## src/rtl/pipelined_add_sub_if.sv

```systemverilog
// pipelined_add_sub_if: operand/result bundle for the pipelined adder/subtractor
interface pipelined_add_sub_if #(parameter int WIDTH = 16);
  logic stall, in_valid, cin, sub, out_valid, cout, overflow, zero;
  logic [WIDTH-1:0] a, b, sum;
  modport master (output stall, in_valid, a, b, cin, sub, input out_valid, sum, cout, overflow, zero);
  modport slave (input stall, in_valid, a, b, cin, sub, output out_valid, sum, cout, overflow, zero);
endinterface

```

## src/rtl/pipelined_add_sub.sv

```systemverilog
// pipelined_add_sub: slice-per-stage ripple-carry adder/subtractor with carry, overflow and zero flags
module pipelined_add_sub #(
  parameter int WIDTH = 16,
  parameter int STAGES = 4
) (
  input logic clk,
  input logic rst,
  pipelined_add_sub_if.slave io
);
  localparam int SW = WIDTH / STAGES;
  localparam int L = STAGES - 1;
  for (genvar k = 0; k < STAGES; k++) begin : g
    localparam int LO = k * SW;
    logic [WIDTH-1:LO] ua, ub;
    logic [LO+SW-1:0] ns, rs;
    logic [SW:0] t;
    logic ci, vi, rc, rv;
    if (k == 0) begin : f
      assign ua = io.a;
      assign ub = io.sub ? ~io.b : io.b;
      assign ci = io.sub ? ~io.cin : io.cin;
      assign vi = io.in_valid;
      assign ns = t[SW-1:0];
    end else begin : f
      assign ua = g[k-1].p.ra;
      assign ub = g[k-1].p.rb;
      assign ci = g[k-1].rc;
      assign vi = g[k-1].rv;
      assign ns = {t[SW-1:0], g[k-1].rs};
    end
    assign t = {1'b0, ua[LO+:SW]} + {1'b0, ub[LO+:SW]} + {{SW{1'b0}}, ci};
    always_ff @(posedge clk or posedge rst)
      if (rst) begin
        rc <= 1'b0;
        rv <= 1'b0;
        rs <= '0;
      end else if (!io.stall) begin
        rc <= t[SW];
        rv <= vi;
        rs <= ns;
      end
    // only the still-unresolved upper operand bits travel on
    if (k < L) begin : p
      logic [WIDTH-1:LO+SW] ra, rb;
      always_ff @(posedge clk or posedge rst)
        if (rst) begin
          ra <= '0;
          rb <= '0;
        end else if (!io.stall) begin
          ra <= ua[WIDTH-1:LO+SW];
          rb <= ub[WIDTH-1:LO+SW];
        end
    end
    if (k == L) begin : o
      logic ov, z;
      always_ff @(posedge clk or posedge rst)
        if (rst) begin
          ov <= 1'b0;
          z <= 1'b0;
        end else if (!io.stall) begin
          ov <= (ua[WIDTH-1] == ub[WIDTH-1]) && (ns[WIDTH-1] != ua[WIDTH-1]);
          z <= ns == '0;
        end
    end
  end
  assign io.out_valid = g[L].rv;
  assign io.sum = g[L].rs;
  assign io.cout = g[L].rc;
  assign io.overflow = g[L].o.ov;
  assign io.zero = g[L].o.z;
endmodule

```

## src/flat_wrapper.sv

```systemverilog
// flat-port wrapper written by rule: the top's interface ports become plain ports
module pipelined_add_sub_flat 
#(
  parameter int WIDTH = 16,
  parameter int STAGES = 4
)
  (clk, rst, io_stall, io_in_valid, io_a, io_b, io_cin, io_sub, io_out_valid, io_sum, io_cout, io_overflow, io_zero);
  pipelined_add_sub_if #(.WIDTH(WIDTH)) io_i ();
  input logic clk;
  input logic rst;
  input wire logic [$bits(io_i.stall)-1:0] io_stall;
  input wire logic [$bits(io_i.in_valid)-1:0] io_in_valid;
  input wire logic [$bits(io_i.a)-1:0] io_a;
  input wire logic [$bits(io_i.b)-1:0] io_b;
  input wire logic [$bits(io_i.cin)-1:0] io_cin;
  input wire logic [$bits(io_i.sub)-1:0] io_sub;
  output wire logic [$bits(io_i.out_valid)-1:0] io_out_valid;
  output wire logic [$bits(io_i.sum)-1:0] io_sum;
  output wire logic [$bits(io_i.cout)-1:0] io_cout;
  output wire logic [$bits(io_i.overflow)-1:0] io_overflow;
  output wire logic [$bits(io_i.zero)-1:0] io_zero;
  assign io_i.stall = io_stall;
  assign io_i.in_valid = io_in_valid;
  assign io_i.a = io_a;
  assign io_i.b = io_b;
  assign io_i.cin = io_cin;
  assign io_i.sub = io_sub;
  assign io_out_valid = io_i.out_valid;
  assign io_sum = io_i.sum;
  assign io_cout = io_i.cout;
  assign io_overflow = io_i.overflow;
  assign io_zero = io_i.zero;
  pipelined_add_sub #(.WIDTH(WIDTH), .STAGES(STAGES)) u_core (.clk(clk), .rst(rst), .io(io_i));
endmodule
```

## config.mk

```make
export PLATFORM = sky130hd
export DESIGN_NAME = pipelined_add_sub_flat
export DESIGN_NICKNAME = d
export VERILOG_FILES = /design/src/rtl/pipelined_add_sub_if.sv /design/src/rtl/pipelined_add_sub.sv /design/src/flat_wrapper.sv
export SDC_FILE = /design/constraint.sdc
export NUM_CORES = 1
export LEC_CHECK = 0
export ABC_CLOCK_PERIOD_IN_PS = 4450
export BUFFER_PORTS_ARGS = -buffer_cell sky130_fd_sc_hd__buf_2
export CORE_ASPECT_RATIO = 0.8
export CORE_MARGIN = 3
export CORE_UTILIZATION = 60
export CTS_BUF_LIST = sky130_fd_sc_hd__clkbuf_16
export DETAILED_ROUTE_END_ITERATION = 12
export PLACE_DENSITY = 0.83
export SLEW_MARGIN = 30
export SYNTH_ARGS = -nofsm -noshare
export SYNTH_HDL_FRONTEND = slang
export SYNTH_SLANG_ARGS = --single-unit
export TNS_END_PERCENT = 30
```

## constraint.sdc

```tcl
create_clock -name clk -period 4.45 [get_ports clk]
set_clock_uncertainty 0.2 [all_clocks]
set_input_delay 0.2225 -clock clk [delete_from_list [all_inputs] [get_ports clk]]
set_output_delay 0.2225 -clock clk [all_outputs]
set_load 0.03 [all_outputs]
```

==> flow_metrics.tcl <==
set metrics [dict create \
    outcome "complete, no violations" \
    overflow 0 \
    crit_fanout 2 \
    drive_above_1_share_pct 35.4 \
    syn_to_final_growth_pct 20.4 \
    dr.pass1.iters 4 \
    grt_util_all_layers_pct 20.1 \
    p_leak_nw 2.42 \
    num-fill-cells 399 \
    wl_per_cell_um 15.1 \
    path_cells "fa_1 -> inv_1 -> fa_1 -> nor4b_1 -> and4_1 -> a22o_1" \
    post_dp_cell_area_mm2 0.00465 \
    slew_headroom_pct 51.3 \
    diodes 0 \
    core_mm2 0.00667 \
    final_cell_area_mm2 0.00519 \
    finalHoldViolCount 0 \
    port_buffers 57 \
    cp.depth 6 \
    htree_levels 3 \
    ys_types 26 \
    rsz0062_at_grt "false" \
    die_h_um 81.8 \
    row_count 26 \
    crit_path_top_delay_cell "fa_1" \
    place_congestion 0.734 \
    powerDensity_mw_per_mm2 537 \
    cts_tree "yes" \
    synthCells 322 \
    dp_hpwl_um 4820 \
    vdd_drop_max_uv 240 \
    path_class "reg -> reg" \
    arrival_ps 2190 \
    yosysTopAreaCell "dfrtp_1" \
    vias 2541 \
    hp-class "in -> reg" \
    report.final.slew_viol_count 0 \
    fin_crit_ps 2170 \
    grt_max_degree 93 \
    drtIter0Drc 80 \
    critPathRequiredTime_ps 4470 \
    drt-total-wl_um 7390 \
    cts.clk_slew.worst_paths_ps 60 \
    fin_cells 488 \
    synth_seq_cells 98 \
    ioPinCount 58 \
    crit_path_frequent_cell "fa_1" \
    die_width_um 101 \
    clock_sinks 98 \
    vias_per_cell 5.21 \
    yosys_warnings 0 \
    synthTopCellsByArea "dfrtp_1 (57%), mux2_2 (18%), fa_1 (3.7%)" \
    holdWs_ps 17.8 \
    synth_area_mm2 0.00431 \
    grt_pass1_vias 2687 \
    ff2ff_path_depth 6 \
    setup_viol 0 \
    crit_path_end_kind "register" \
    initial_core_util_pct 64.6 \
    die-area_mm2 0.00824 \
    max_freq_mhz 461 \
    cp-start-kind "register" \
    slowest_delay_ps 440 \
    synth.net_count 380 \
    setup-tns-final_ps 0 \
    grt_pass1_wl_um 12600 \
    drv_cap 0 \
    hold_depth 3 \
    syn_area_per_cell_um2 13.4 \
    drc 0 \
    nets 457 \
    cts.path.max_buffers 2 \
    antenna_found_initial 0 \
    cts_root_buffer "clkbuf_16" \
    netlist.area_leader.share_pct 56.9 \
    cp.buffers_inverters 1 \
    worstMarginPinSlew_ps 731 \
    yosysSeqAreaShare_pct 56.9 \
    cts_buffers 9 \
    cp_top_family "adder cells" \
    place_inst 449 \
    fin_crit_sh_pct 48.7 \
    ant_nets 0 \
    worstSkewPairLatency_ps 330 \
]
[area by class of cell]
class	instances	area, um^2	share of cell area, %
well taps	84	105	2.02
repair buffers	82	537	10.3
clock inverters	7	85.1	1.64
flip-flops and latches	98	2450	47.2
inverters	14	55.1	1.06
clock buffers	9	225	4.34
multi-input cells	194	1730	33.4
[cells in the final DEF, fill, tap and decap left out, types with 5 or more instances in the layout]
cell type       n
fa_1            8
buf_2          56
nor2b_1         6
dfrtp_1        98
clkbuf_16       9
nand2_1        23
xor2_1         13
xnor2_1        13
o21ai_0        24
dlygate4sd3_1  23
a21o_1          5
mux2_2         67
a21oi_1         8
ha_1           12
inv_1          14
[sequential cells by signal (all words and copies together) (netlist names)]
signal and flops:
u_core.io.cout 1, u_core.g.rv 3, u_core.io.out_valid 1, u_core.io.sum 16
u_core.g.p.rb 24, u_core.g.rs 24, u_core.io.overflow 1, u_core.g.p.ra 24
u_core.g.rc 3, u_core.io.zero 1
[tightest hold or removal path: cells and delay by family]
| kind | cells | cell delay, ps |
|---|---|---|
| buffers and inverters | 1 | 80 |
| AOI/OAI and AO/OA | 1 | 80 |
| xor gates and xnor gates | 1 | 110 |
[cells in the mapped netlist]
| master | instances |
|---|---|
| buf_2 | 11 |
| o21ai_1 | 1 |
| a211oi_1 | 1 |
| inv_1 | 14 |
| mux2_2 | 67 |
| ha_1 | 12 |
| mux2i_1 | 3 |
| nor4_2 | 1 |
| nor4_1 | 1 |
| or4_4 | 1 |
| xnor2_1 | 13 |
| dfrtp_1 | 98 |
| o21ai_0 | 24 |
| nor4b_1 | 1 |
| nor2b_1 | 6 |
| nand2_1 | 23 |
| a21o_1 | 5 |
| xor2_1 | 13 |
| buf_1 | 2 |
| o31ai_1 | 1 |
| fa_1 | 8 |
| nor2_1 | 3 |
| a21oi_1 | 8 |
| clkbuf_1 | 3 |
| and4_1 | 1 |
| a22o_1 | 1 |
[logic make-up (layout without fill, tap and decap cells)]
logic type                 after synthesis  in the layout  share of synthesized area (%)
AOI/OAI and AO/OA                       41             41                           5.25
muxes                                   70             70                           18.2
adders and majority gates               20             20                           7.20
and+or+nand+nor                         37             37                           4.24
buffers and inverters                   30            112                           2.93
xor gates and xnor gates                26             26                           5.28
DFF                                     98             98                           56.9
[metal layers]
metal | share of wire, % | vias up | global-route usage [%]
li1 | - | 1250 | -
met1 | 47 | 1244 | 26.2
met2 | 49 | 45 | 33.4
met3 | 3.9 | 2 | 5.60
met4 | 0.34 | 0 | 5.25
met5 | 0 | - | 0
[path summary, 6_finish.rpt]
| check | slack (ps) | startpoint | end |
|---|---|---|---|
| min in group asynchronous | 370 | rst | u_core.g[0].p.rb[14]$_DFFE_PP0N_ |
| max in group asynchronous | 2720 | rst | u_core.g[1].rs[0]$_DFFE_PP0N_ |
| min | 20 | io_b[4] | u_core.g[0].p.rb[4]$_DFFE_PP0N_ |
| max reg2reg | 2280 | u_core.g[2].p.rb[12]$_DFFE_PP0N_ | u_core.io.zero$_DFFE_PP0N_ |
| max | 2280 | u_core.g[2].p.rb[12]$_DFFE_PP0N_ | u_core.io.zero$_DFFE_PP0N_ |
| min reg2reg | 280 | u_core.io.sum[15]$_DFFE_PP0N_ | u_core.io.sum[15]$_DFFE_PP0N_ |
[what timing repair did]
action	4_1_cts	5_1_grt
buffers inserted	0	0
endpoints found under the hold margin	82	0
hold buffers	23	0
resized for setup	0	0
[power breakdown]
group | total [mW] | leakage [nW] | internal, mW | switching (mW)
clock network | 0.790 | 0.154 | 0.486 | 0.304
logic | 0.730 | 1.09 | 0.326 | 0.404
registers | 1.27 | 1.17 | 1.12 | 0.147
[per-stage QoR]
| step | util [%] | power [mW] | worst slack, ps |
|---|---|---|---|
| 2_1_floorplan | - | 1.77 | 1470 |
| 3_3_place_gp | 69.7 | 1.95 | 2310 |
| 3_5_place_dp | 69.7 | 1.99 | 2270 |
| 4_1_cts | 77.8 | 2.82 | 2280 |
| 5_1_grt | 77.8 | 2.95 | 2180 |
| 6_report | 77.8 | 2.79 | 2280 |
Note: power is estimated with default switching activity, not from simulation.
